<file path="src/rtl/mge_reconfig_rmw_sequencer_if.sv">
// Avalon-MM reconfig port between the RMW sequencer (master) and one transceiver channel (slave).
interface mge_reconfig_rmw_sequencer_if #(
    parameter int RCFG_AW = 11
);
    logic [RCFG_AW-1:0] rcfg_address;
    logic               rcfg_read;
    logic               rcfg_write;
    logic [31:0]        rcfg_writedata;
    logic [31:0]        rcfg_readdata;
    logic               rcfg_waitrequest;

    modport master (
        output rcfg_address, rcfg_read, rcfg_write, rcfg_writedata,
        input  rcfg_readdata, rcfg_waitrequest
    );

    modport slave (
        input  rcfg_address, rcfg_read, rcfg_write, rcfg_writedata,
        output rcfg_readdata, rcfg_waitrequest
    );
endinterface

</file>
<file path="src/rtl/mge_reconfig_rmw_sequencer.sv">
// Walks the per-rate reconfig table and applies each entry to one transceiver channel
// as a masked read-modify-write over its Avalon-MM reconfig port.
module mge_reconfig_rmw_sequencer #(
    parameter int ROM_DEPTH = 7,
    parameter int ROM_AW    = 3,
    parameter int RCFG_AW   = 11,
    parameter int TIMEOUT   = 1023
) (
    input  logic                 clk,
    input  logic                 reset,
    input  logic                 start,
    output logic                 busy,
    output logic                 done,
    output logic                 error,
    output logic [ROM_AW-1:0]    rom_addr,
    input  logic [25:0]          rom_data,
    mge_reconfig_rmw_sequencer_if.master rcfg
);
    localparam int TW = $clog2(TIMEOUT + 1);

    typedef enum logic [2:0] {
        S_IDLE, S_FETCH, S_LATCH, S_READ, S_WRITE, S_NEXT, S_DONE, S_ERR
    } state_t;

    state_t             state_q, state_d;
    logic [ROM_AW-1:0]  idx_q, idx_d;
    logic [RCFG_AW-1:0] addr_q, addr_d;
    logic [7:0]         mask_q, mask_d;
    logic [7:0]         val_q, val_d;
    logic [7:0]         wr_q, wr_d;
    logic [TW-1:0]      tmo_q, tmo_d;
    logic               tmo_hit;
    logic               unused_rd_hi;

    assign tmo_hit      = (tmo_q == TW'(TIMEOUT - 1));
    assign unused_rd_hi = ^rcfg.rcfg_readdata[31:8];

    always_comb begin
        state_d = state_q;
        idx_d   = idx_q;
        addr_d  = addr_q;
        mask_d  = mask_q;
        val_d   = val_q;
        wr_d    = wr_q;
        tmo_d   = tmo_q;
        case (state_q)
            S_IDLE: begin
                if (start) begin
                    idx_d   = '0;
                    state_d = S_FETCH;
                end
            end
            S_FETCH: state_d = S_LATCH;
            S_LATCH: begin
                addr_d  = RCFG_AW'(rom_data[25:16]);
                mask_d  = rom_data[15:8];
                val_d   = rom_data[7:0];
                tmo_d   = '0;
                state_d = S_READ;
            end
            S_READ: begin
                if (rcfg.rcfg_waitrequest) begin
                    if (tmo_hit) state_d = S_ERR;
                    else         tmo_d   = tmo_q + 1'b1;
                end else begin
                    // merge straight from the bus so the write can issue next cycle
                    wr_d    = (rcfg.rcfg_readdata[7:0] & ~mask_q) | (val_q & mask_q);
                    tmo_d   = '0;
                    state_d = S_WRITE;
                end
            end
            S_WRITE: begin
                if (rcfg.rcfg_waitrequest) begin
                    if (tmo_hit) state_d = S_ERR;
                    else         tmo_d   = tmo_q + 1'b1;
                end else begin
                    state_d = S_NEXT;
                end
            end
            S_NEXT: begin
                if (idx_q == ROM_AW'(ROM_DEPTH - 1)) begin
                    state_d = S_DONE;
                end else begin
                    idx_d   = idx_q + 1'b1;
                    state_d = S_FETCH;
                end
            end
            S_DONE:  state_d = S_IDLE;
            S_ERR:   state_d = S_IDLE;
            default: state_d = S_IDLE;
        endcase
    end

    always_ff @(posedge clk) begin
        if (reset) begin
            state_q <= S_IDLE;
            idx_q   <= '0;
            addr_q  <= '0;
            mask_q  <= '0;
            val_q   <= '0;
            wr_q    <= '0;
            tmo_q   <= '0;
        end else begin
            state_q <= state_d;
            idx_q   <= idx_d;
            addr_q  <= addr_d;
            mask_q  <= mask_d;
            val_q   <= val_d;
            wr_q    <= wr_d;
            tmo_q   <= tmo_d;
        end
    end

    // busy already drops in the done/error cycle; start is only honoured from IDLE
    assign busy                = !(state_q inside {S_IDLE, S_DONE, S_ERR});
    assign done                = (state_q == S_DONE);
    assign error               = (state_q == S_ERR);
    assign rom_addr            = idx_q;
    assign rcfg.rcfg_address   = addr_q;
    assign rcfg.rcfg_read      = (state_q == S_READ);
    assign rcfg.rcfg_write     = (state_q == S_WRITE);
    assign rcfg.rcfg_writedata = {24'h0, wr_q};
endmodule

</file>
<file path="src/flat_wrapper.sv">
// flat-port wrapper written by rule: the top's interface ports become plain ports
module mge_reconfig_rmw_sequencer_flat 
#(
    parameter int ROM_DEPTH = 7,
    parameter int ROM_AW    = 3,
    parameter int RCFG_AW   = 11,
    parameter int TIMEOUT   = 1023
)
  (clk, reset, start, busy, done, error, rom_addr, rom_data, rcfg_rcfg_address, rcfg_rcfg_read, rcfg_rcfg_write, rcfg_rcfg_writedata, rcfg_rcfg_readdata, rcfg_rcfg_waitrequest);
  mge_reconfig_rmw_sequencer_if #(.RCFG_AW(RCFG_AW)) rcfg_i ();
  input  logic clk;
  input  logic reset;
  input  logic start;
  output logic busy;
  output logic done;
  output logic error;
  output logic [ROM_AW-1:0] rom_addr;
  input  logic [25:0] rom_data;
  output wire logic [$bits(rcfg_i.rcfg_address)-1:0] rcfg_rcfg_address;
  output wire logic [$bits(rcfg_i.rcfg_read)-1:0] rcfg_rcfg_read;
  output wire logic [$bits(rcfg_i.rcfg_write)-1:0] rcfg_rcfg_write;
  output wire logic [$bits(rcfg_i.rcfg_writedata)-1:0] rcfg_rcfg_writedata;
  input wire logic [$bits(rcfg_i.rcfg_readdata)-1:0] rcfg_rcfg_readdata;
  input wire logic [$bits(rcfg_i.rcfg_waitrequest)-1:0] rcfg_rcfg_waitrequest;
  assign rcfg_rcfg_address = rcfg_i.rcfg_address;
  assign rcfg_rcfg_read = rcfg_i.rcfg_read;
  assign rcfg_rcfg_write = rcfg_i.rcfg_write;
  assign rcfg_rcfg_writedata = rcfg_i.rcfg_writedata;
  assign rcfg_i.rcfg_readdata = rcfg_rcfg_readdata;
  assign rcfg_i.rcfg_waitrequest = rcfg_rcfg_waitrequest;
  mge_reconfig_rmw_sequencer #(.ROM_DEPTH(ROM_DEPTH), .ROM_AW(ROM_AW), .RCFG_AW(RCFG_AW), .TIMEOUT(TIMEOUT)) u_core (.clk(clk), .reset(reset), .start(start), .busy(busy), .done(done), .error(error), .rom_addr(rom_addr), .rom_data(rom_data), .rcfg(rcfg_i));
endmodule
</file>
<file path="config.mk">
export PLATFORM = sky130hd
export DESIGN_NAME = mge_reconfig_rmw_sequencer_flat
export DESIGN_NICKNAME = d
export VERILOG_FILES = /design/src/rtl/mge_reconfig_rmw_sequencer_if.sv /design/src/rtl/mge_reconfig_rmw_sequencer.sv /design/src/flat_wrapper.sv
export SDC_FILE = /design/constraint.sdc
export NUM_CORES = 1
export LEC_CHECK = 0
export BUFFER_PORTS_ARGS = -buffer_cell sky130_fd_sc_hd__buf_2
export CAP_MARGIN = 20
export CORE_ASPECT_RATIO = 0.75
export CORE_UTILIZATION = 45
export CTS_CLUSTER_DIAMETER = 80
export DETAILED_ROUTE_END_ITERATION = 6
export PLACE_DENSITY = 0.77
export RECOVER_POWER = 50
export SLEW_MARGIN = 25
export SYNTH_ARGS = -nofsm -noshare
export SYNTH_HDL_FRONTEND = slang
export SYNTH_SLANG_ARGS = --single-unit
export TNS_END_PERCENT = 50
</file>
<file path="constraint.sdc">
create_clock -name clk -period 1.7 [get_ports clk]
set_input_delay 0.17 -clock clk [delete_from_list [all_inputs] [get_ports clk]]
set_output_delay 0.17 -clock clk [all_outputs]
set_load 0.02 [all_outputs]
</file>
==> results of run 1 <==
-- stage by stage --
stage,util,power (mW),hold slack [ns],instances
floorplan,-,1.44,0.267,326
global placement,0.557,1.49,0.392,436
detailed placement,0.557,1.50,0.394,436
CTS,0.573,2.16,0.0694,443
global route,0.567,2.25,0.0793,443
finish,0.567,2.13,0.0816,443
-- repair_timing --
| item | 4_1_cts | 5_1_grt |
|---|---|---|
| gates resized for setup | 0 | 4 |
| setup buffers | 0 | 0 |
| endpoints found under the setup margin | 0 | 8 |
-- cells by family after synthesis --
kind of cell    Yosys count  share of synthesized area
mux                      11                     0.0451
other cells               1                    0.00154
buf+inv                  50                      0.121
simple gates            118                      0.232
compound gates           66                      0.163
xor+xnor                  2                    0.00718
flops                    50                      0.410
fa+ha+maj                 4                     0.0205
-- worst paths after layout --
kind,from,to,slack (ns),cells past startpoint
worst max-delay path,u_core.state_q[0],u_core.tmo_q[7],0.06,5
worst min-delay path,start,u_core.rom_addr[2],0.08,2
worst max register to register,u_core.state_q[0],u_core.tmo_q[7],0.06,5
worst min register to register,u_core.rcfg.rcfg_address[7],u_core.rcfg.rcfg_address[7],0.46,2
-- area by class of cell --
class,count,area share
Multi-Input combinational cell,226,0.436
Tap cell,72,0.0314
Timing Repair Buffer,79,0.144
Clock buffer,5,0.0240
Inverter,9,0.0118
Sequential cell,50,0.348
Clock inverter,2,0.00523
-- Yosys cell counts, types with 3 or more instances --
cell type and instances:
sky130_fd_sc_hd__buf_2 6, sky130_fd_sc_hd__nand3_1 5, sky130_fd_sc_hd__nor2_1 18, sky130_fd_sc_hd__nand4_1 4, sky130_fd_sc_hd__nand2_1 62, sky130_fd_sc_hd__nor3_1 5, sky130_fd_sc_hd__buf_4 26, sky130_fd_sc_hd__a22oi_1 3
sky130_fd_sc_hd__ha_1 4, sky130_fd_sc_hd__nor4_1 4, sky130_fd_sc_hd__dfxtp_1 50, sky130_fd_sc_hd__a211oi_1 9, sky130_fd_sc_hd__inv_1 9, sky130_fd_sc_hd__clkbuf_1 7, sky130_fd_sc_hd__a21oi_1 38, sky130_fd_sc_hd__mux2i_1 11
sky130_fd_sc_hd__o21ai_0 3
-- state kept, by name (all words and copies together), names as in the netlist --
signal / cells
u_core.rcfg.rcfg_address: 10
u_core.rom_addr: 3
u_core.val_q: 8
u_core.mask_q: 8
u_core.wr_q: 8
u_core.tmo_q: 10
u_core.state_q: 3
-- power breakdown --
part           internal, mW  switching (mW)
sequential             1.19          0.0173
combinational        0.0939           0.171
clock                 0.281           0.380
total                  1.57           0.568
-- layer usage --
layer | up-vias | track usage
met5 | - | 0
met1 | 1013 | 0.255
met3 | 2 | 0.0499
li1 | 1126 | -
met4 | 0 | 0.0375
met2 | 81 | 0.317
-- critical path, stage by stage, from the launching register on --
cell	delay, ns
sky130_fd_sc_hd__dfxtp_1	0.42
sky130_fd_sc_hd__buf_4	0.19
sky130_fd_sc_hd__nor3b_2	0.19
sky130_fd_sc_hd__a21oi_1	0.17
sky130_fd_sc_hd__nor4_1	0.37
sky130_fd_sc_hd__mux2i_1	0.23
==> results by stage, run 1 <==
Run status:
- The run finished with clean final reports.

Routing:
- The number of DRC violations after detailed routing is 0.
- The pre-antenna-repair detailed-routing pass consisted of 4 iterations.
- Once detail routing completed, the nets flagged for antenna violations numbered 0.
- In the final routed layout, each cell accounts on average for 12.0 µm.
- The met2 wire length is 2380 µm.
- The routed layout has 2222 vias.
- Summed over all nets, wire length on met3 after detailed routing comes to 318 µm.
- After detailed routing, the total wire length is 5320 µm.
- The highest metal layer carrying signal wires in the routed design is met4.
- The DRC violation total after the first TritonRoute iteration is 112.
- For this block, wires on met1 add up to 2580 µm.
- After detailed routing, the number of vias per cell comes to 5.02.

STA:
- Setup repair after global routing could not meet its margin everywhere.
- The upper clock frequency limit is 0.610 GHz.
- The maximum clock skew at final layout is 0.00514 ns.
- For the finished layout, the period the worst path requires is 1.64 ns.
- Setup violations remaining at the end of the flow were counted as 0.
- Of the available clock period, the critical path in the final layout requires 0.964.
- Summed over all failing endpoints, the final setup total negative slack is 0 ns.
- The number of hold violations in the final report was 0.
- The final-report max-slew violation count is 0.
- The worst path setup slack after routing is 0.0613 ns.

Layout:
- Leaving out fill and tap cells, the most frequent cell in the layout is sky130_fd_sc_hd__nand2_1.
- The finished cells cover 0.00287 mm².
- In the final layout, the share of cells above drive strength 1 is 0.191.
- The final-stage net count is 437.
- From synthesis to final layout, the design area changed by 17.7%.
- Registers take 0.00100 mm².
- Counting the fill cells in the layout gives 503.
- The area of the multi-input gates is 0.00125 mm².
- The repair_antennas step left the layout with diodes totalling 0.
- The top cell types in the final layout, fill and taps aside, are sky130_fd_sc_hd__nand2_1 (62), sky130_fd_sc_hd__dfxtp_1 (50), sky130_fd_sc_hd__buf_2 (42), sky130_fd_sc_hd__a21oi_1 (38), sky130_fd_sc_hd__conb_1 (25).

Placed design:
- The worst setup slack before clock tree synthesis is 0.0671 ns.
- Buffers placed on the I/O ports in this run total 63.
- Routability-driven placement finished with a final weighted congestion of 0.927.
- Detailed placement ended at an HPWL of 3880 µm.
- In this run the cell area measured after placement is 0.00282 mm².

Logic synthesis:
- The mean post-synth cell area is 8.08 µm².
- The post-synthesis async set-or-reset flop share is 0.
- After synthesis, the cell types taking the most area are sky130_fd_sc_hd__dfxtp_1 (41%), sky130_fd_sc_hd__nand2_1 (9.5%), sky130_fd_sc_hd__buf_4 (8.0%).
- The post-synth design cell area is 0.00244 mm².
- In this run, synthesis inferred 0 flip-flops with an integrated enable.
- The biggest area contributor in the post-synthesis netlist is sky130_fd_sc_hd__dfxtp_1.
- The share of synthesized area in the top cell type comes to 0.410.
- The number of synthesis warnings is 0.
- The unique cell type count in the Yosys netlist is 47.
- The number of synthesized register bits is 50.
- Counting every instance in the synthesized netlist gives 302.
- The most frequently used flop master after synthesis is sky130_fd_sc_hd__dfxtp_1.
- For this run, the register share of the synthesized area comes to 0.410.

GRT:
- The largest net degree at the start of global routing is 43.
- The number of global-route vias before repair came to 1941.
- For this run, the total global-route usage over all layers was measured as 0.192.
- The initial antenna violation count is 0.
- For this run the aggregate overflow at the end of global routing stands at 0.
- The first global-routing pass estimated 8600 µm of wire.

Clock tree:
- The number of buffers added by the clock tree synthesis step is 5.
- The H-tree generated during clock tree synthesis spans 2 levels.
- The clock transition at the registers of the reported paths is 0.09 ns.
- Clock latency on the worst-skew pair, taken at its later pin, is 0.30 ns.
- CTS saw 50 sinks.
- After clock tree synthesis, the flow added hold-fix buffers numbering 0.
- The buffer levels on the longest clock path is 2.
- CTS placed an instance of sky130_fd_sc_hd__clkbuf_8 at the clock tree root.
- The CTS tree is done.

Die:
- From bottom edge to top edge, the die measures 65.8 µm.
- The die is 87.0 µm wide.
- The I/O pin count is 113.
- The initial utilization of the core area, before any placement, comes to 0.482.
- In this run the core area contains 22 standard-cell rows.
- The die covers 0.00572 mm².
- The floorplan step defined a core boundary enclosing 0.00506 mm².

Critical path:
- The data arrival time of the critical path is 1.87 ns.
- The type of origin of the critical path is a flop.
- The critical path is of the flop to flop type.
- The critical path required time is 1.93 ns.
- The sort of element at the end of the critical path is a flop.
- Along the worst path, the maximum fanout reaches 10.

Power:
- The leakage dissipation is 1.10 nW.
- The power per cell area is 742 mW/mm².
- The worst IR drop on VDD is 517 µV.

Run:
- The max-cap check violation count is 0.

Min path:
- The type of the tightest min-delay check is primary input to flop.
Power figures use the tool's default switching activity.
==> inputs of run 2 (changes only) <==
--- a/config.mk
+++ b/config.mk
@@ -6,5 +6,5 @@
 export NUM_CORES = 1
 export LEC_CHECK = 0
-export BUFFER_PORTS_ARGS = -buffer_cell sky130_fd_sc_hd__buf_2
+export BUFFER_PORTS_ARGS = -buffer_cell sky130_fd_sc_hd__buf_4
 export CAP_MARGIN = 20
 export CORE_ASPECT_RATIO = 0.75
==> constraint.sdc (replaced) <==
create_clock -name clk -period 1.7 [get_ports clk]
set_input_delay 0.085 -clock clk [delete_from_list [all_inputs] [get_ports clk]]
set_output_delay 0.085 -clock clk [all_outputs]
set_load 0.02 [all_outputs]
==> run 2 against run 1 <==
Effect of this change:
- sequential share of layout area decreased by 1.9 points
- combinational power grew 10%
- global-route usage is essentially flat
- clock skew is 0.0016 ns higher
- power is 8.3% higher
- setup slack gained 0.044 ns
- sequential power about the same
- register-to-register slack improved by 0.04 ns
- non-clock buffer count rose by 2
==> results by stage, run 2 (synthesis gave the netlist of run 1 again) <==
Die:
- The area of the die was 0.00572 mm² (unchanged).
- The placeable core area is 0.00506 mm² (unchanged).
- The overall die width is 87.0 µm (unchanged).
- The I/O pin count is 113 (unchanged).
- The vertical die dimension was 65.8 µm (unchanged).
- The floorplan row count is 22 (unchanged).
- The starting density of the core is 0.482 (unchanged).

Power:
- The power per cell area is 761 mW/mm² (+2.5%).
- The total internal power is 1.75 mW (+12%).
- The worst IR drop on VDD is 533 µV (+3.0%).
- The switching power summed over all nets is 0.558 mW (-1.6%).
- The net switching fraction of the power is 0.242 (-0.0244).
- The power share of the clock group is 0.351 (+0.041).
- The leakage dissipation is 1.16 nW (+5.0%).
- The sequential cell fraction of total power was 0.522 (-0.044).
- The logic gate share of total power is 0.127 (+0.003).

Routing:
- The DRC violation total after the first TritonRoute iteration is 145 (+29%).
- The total iterations of the first detailed-routing run is 4 (unchanged).
- The via density per instance is 4.97 (-0.85%).
- The number of nets still failing antenna checks after routing is 0 (unchanged).
- The total detailed-routing wirelength came to 5370 µm (+0.79%).
- The number of DRC violations after detailed routing is 0 (unchanged).
- The overall via count from detail_route is 2218 (-0.18%).
- The routed length per placed instance came to 12.0 µm (+0.11%).

Layout:
- Leaving out fill and tap cells, the most frequent cell in the layout is sky130_fd_sc_hd__nand2_1.
- The count of inserted antenna diode cells is 0 (unchanged).
- Relative to the synthesized area, the layout overhead comes to 24.4%.
- The count of fill cells added during filler insertion came to 496 (-1.4%).
- The final non-filler cell area came to 0.00304 mm² (+5.7%).
- The proportion of layout cells with a drive suffix above 1 is 0.195 (+0.00381).
- In the layout the commonest cells are sky130_fd_sc_hd__nand2_1 (62), sky130_fd_sc_hd__buf_4 (54), sky130_fd_sc_hd__dfxtp_1 (50), sky130_fd_sc_hd__a21oi_1 (38), sky130_fd_sc_hd__conb_1 (25).
- The final-stage net count is 439 (+0.46%).
- The area of the multi-input gates is 0.00125 mm² (-0.20%).
- The footprint of the flip-flops and latches is 0.00100 mm² (unchanged).

Critical path:
- STA classifies the critical path startpoint as a flop.
- The sort of element at the end of the critical path is a flop.
- The data arrival time of the critical path was 1.84 ns (-0.03 ns).
- In this run the worst setup path begins at u_core.state_q[0].
- The endpoint of the worst register-to-register path is u_core.tmo_q[5].
- The maximum net fanout on the critical path was 7 (-3).
- The longest individual stage delay on the worst path was 0.40 ns (-0.02 ns).
- The gate family responsible for the most delay along the worst path is simple AND/OR/NAND/NOR gates.
- The critical path required time was 1.94 ns (about the same).
- The number of buffers and inverters on the critical path is 0 (-1).
- The setup path with the least slack is of type flop to flop.
- The flop-to-flop setup slack was 0.11 ns (+0.04 ns).
- The startpoint identified for the worst register-to-register timing path is u_core.state_q[0].
- The cell with the largest stage delay on the worst path is sky130_fd_sc_hd__dfxtp_1.
- The path depth of the worst reg2reg path is 4 (-1).
- Traced cell by cell, the critical path runs through nand4bb_2 > a211o_1 > or4_1 > nand2_1.

STA:
- Setup repair after global routing left no endpoint under its margin.
- The maximum clock skew at final layout is 0.00670 ns (+0.00156 ns).
- The worst path setup slack after routing was 0.106 ns (+0.0445 ns).
- The total negative slack was 0 ns (unchanged).
- The time the final worst path needs with I/O delays and setup is 1.59 ns (-0.0445 ns).
- The upper clock frequency limit was 0.627 GHz (+2.8%).
- The number of hold violations in the final report came to 0 (unchanged).
- The portion of the clock cycle consumed by the worst path in the final layout was 0.938 (-0.0262).
- The final setup violation count is 0 (unchanged).
- The final-report max-slew violation count is 0 (unchanged).

Placed design:
- The sum of net half-perimeters after detailed placement came to 3910 µm (+0.89%).
- The worst setup slack before clock tree synthesis was 0.0560 ns (-0.0112 ns).
- The weighted congestion at the end of routability-driven global placement is 0.924 (-0.27%).
- The standard cell area after detailed placement was 0.00300 mm² (+6.3%).
- The count of input and output buffers is 63 (unchanged).

GRT:
- The wire length of the first global-routing pass is 8690 µm (+1.1%).
- The largest net degree at the start of global routing is 45 (+4.7%).
- The number of global-route vias before repair is 1930 (-0.57%).
- The leftover overflow at the end of global routing is 0 (unchanged).
- The initial antenna violation count is 0 (unchanged).
- The overall fraction of global-route tracks in use was 0.193 (+0.000428).

Min path:
- The instance count along the most critical hold path is 3 (+1).
- The min-delay analysis places its worst path in the category primary input to flop.
- The source of the worst hold timing path is rom_data[20].
- The endpoint of the worst hold-timing path is u_core.rcfg.rcfg_address[4].

Clock tree:
- TritonCTS built the clock tree.
- The total clock sinks is 50 (unchanged).
- The number of buffers added by the clock tree synthesis step came to 5 (unchanged).
- The clock latency on the worst-skew pair came to 0.29 ns (about the same).
- The buffer levels on the longest clock path was 2 (unchanged).
- The clock transition at the registers of the reported paths is 0.09 ns (about the same).
- The cell sitting at the root of the clock tree is a sky130_fd_sc_hd__clkbuf_8.
- The post-CTS setup repair buffer count was 0 (unchanged).
- The CTS H-tree depth was 2 (unchanged).

Run status:
- The flow ran to the end, and the final reports show no timing, DRC or antenna violations.

Run:
- The max-cap check violation count is 0 (unchanged).
==> run 2: changes by cell type in the layout (fill, tap and decap cells not counted), sizes merged <==
cell,before,now
dlygate4sd3,0,1
bufinv,0,1
buf,54,56
clkinvlp,2,1
==> run 2: metal layers <==
metal  vias up  wire (µm)  track usage
li1       1133          -            -
met1      1007       2680        0.274
met2        76       2370        0.300
met3         2        298       0.0449
met4         0         19       0.0354
met5         -          0            0
==> run 2: worst min-delay path, cell delays in order <==
cell and delay (ns):
sky130_fd_sc_hd__buf_4 0.11, sky130_fd_sc_hd__nand2_1 0.04, sky130_fd_sc_hd__a21oi_1 0.05
==> run 2: cell type report <==
cell class | count | share of cell area
multi-input combinational | 226 | 0.411
sequential | 50 | 0.330
timing repair buffer | 81 | 0.182
tap | 72 | 0.0297
clock buffer | 6 | 0.0239
clock inverter | 2 | 0.0124
inverter | 9 | 0.0111
==> run 2: how the worst max path moves through the flow <==
stage | depth (start not counted) | to
floorplan | 6 | u_core.tmo_q[2]
global placement | 6 | u_core.tmo_q[2]
detailed placement | 6 | u_core.tmo_q[2]
CTS | 6 | u_core.tmo_q[2]
global route | 5 | u_core.tmo_q[9]
finish | 4 | u_core.tmo_q[5]
==> run 2: power by group through the flow <==
stage,Combinational [mW],Clock [mW],Sequential [mW]
2_1_floorplan,0.202,0,1.24
3_3_place_gp,0.295,0,1.23
3_5_place_dp,0.297,0,1.23
4_1_cts,0.300,0.834,1.21
5_1_grt,0.320,0.889,1.21
6_report,0.292,0.811,1.21
==> run 2: through the flow <==
stage	total power, mW	hold slack (ns)	instances	util
global placement	1.53	0.294	437	0.592
CTS	2.34	0.0230	446	0.616
finish	2.31	0.0293	446	0.599
floorplan	1.44	0.182	326	-
global route	2.42	0.0123	446	0.599
detailed placement	1.53	0.295	437	0.592
==> run 2: timing repair <==
| action | in CTS | in global routing |
|---|---|---|
| setup endpoints to repair | 0 | 3 |
| hold endpoints to repair | 1 | 0 |
| gates resized for setup | 0 | 3 |
| hold buffers | 1 | 0 |
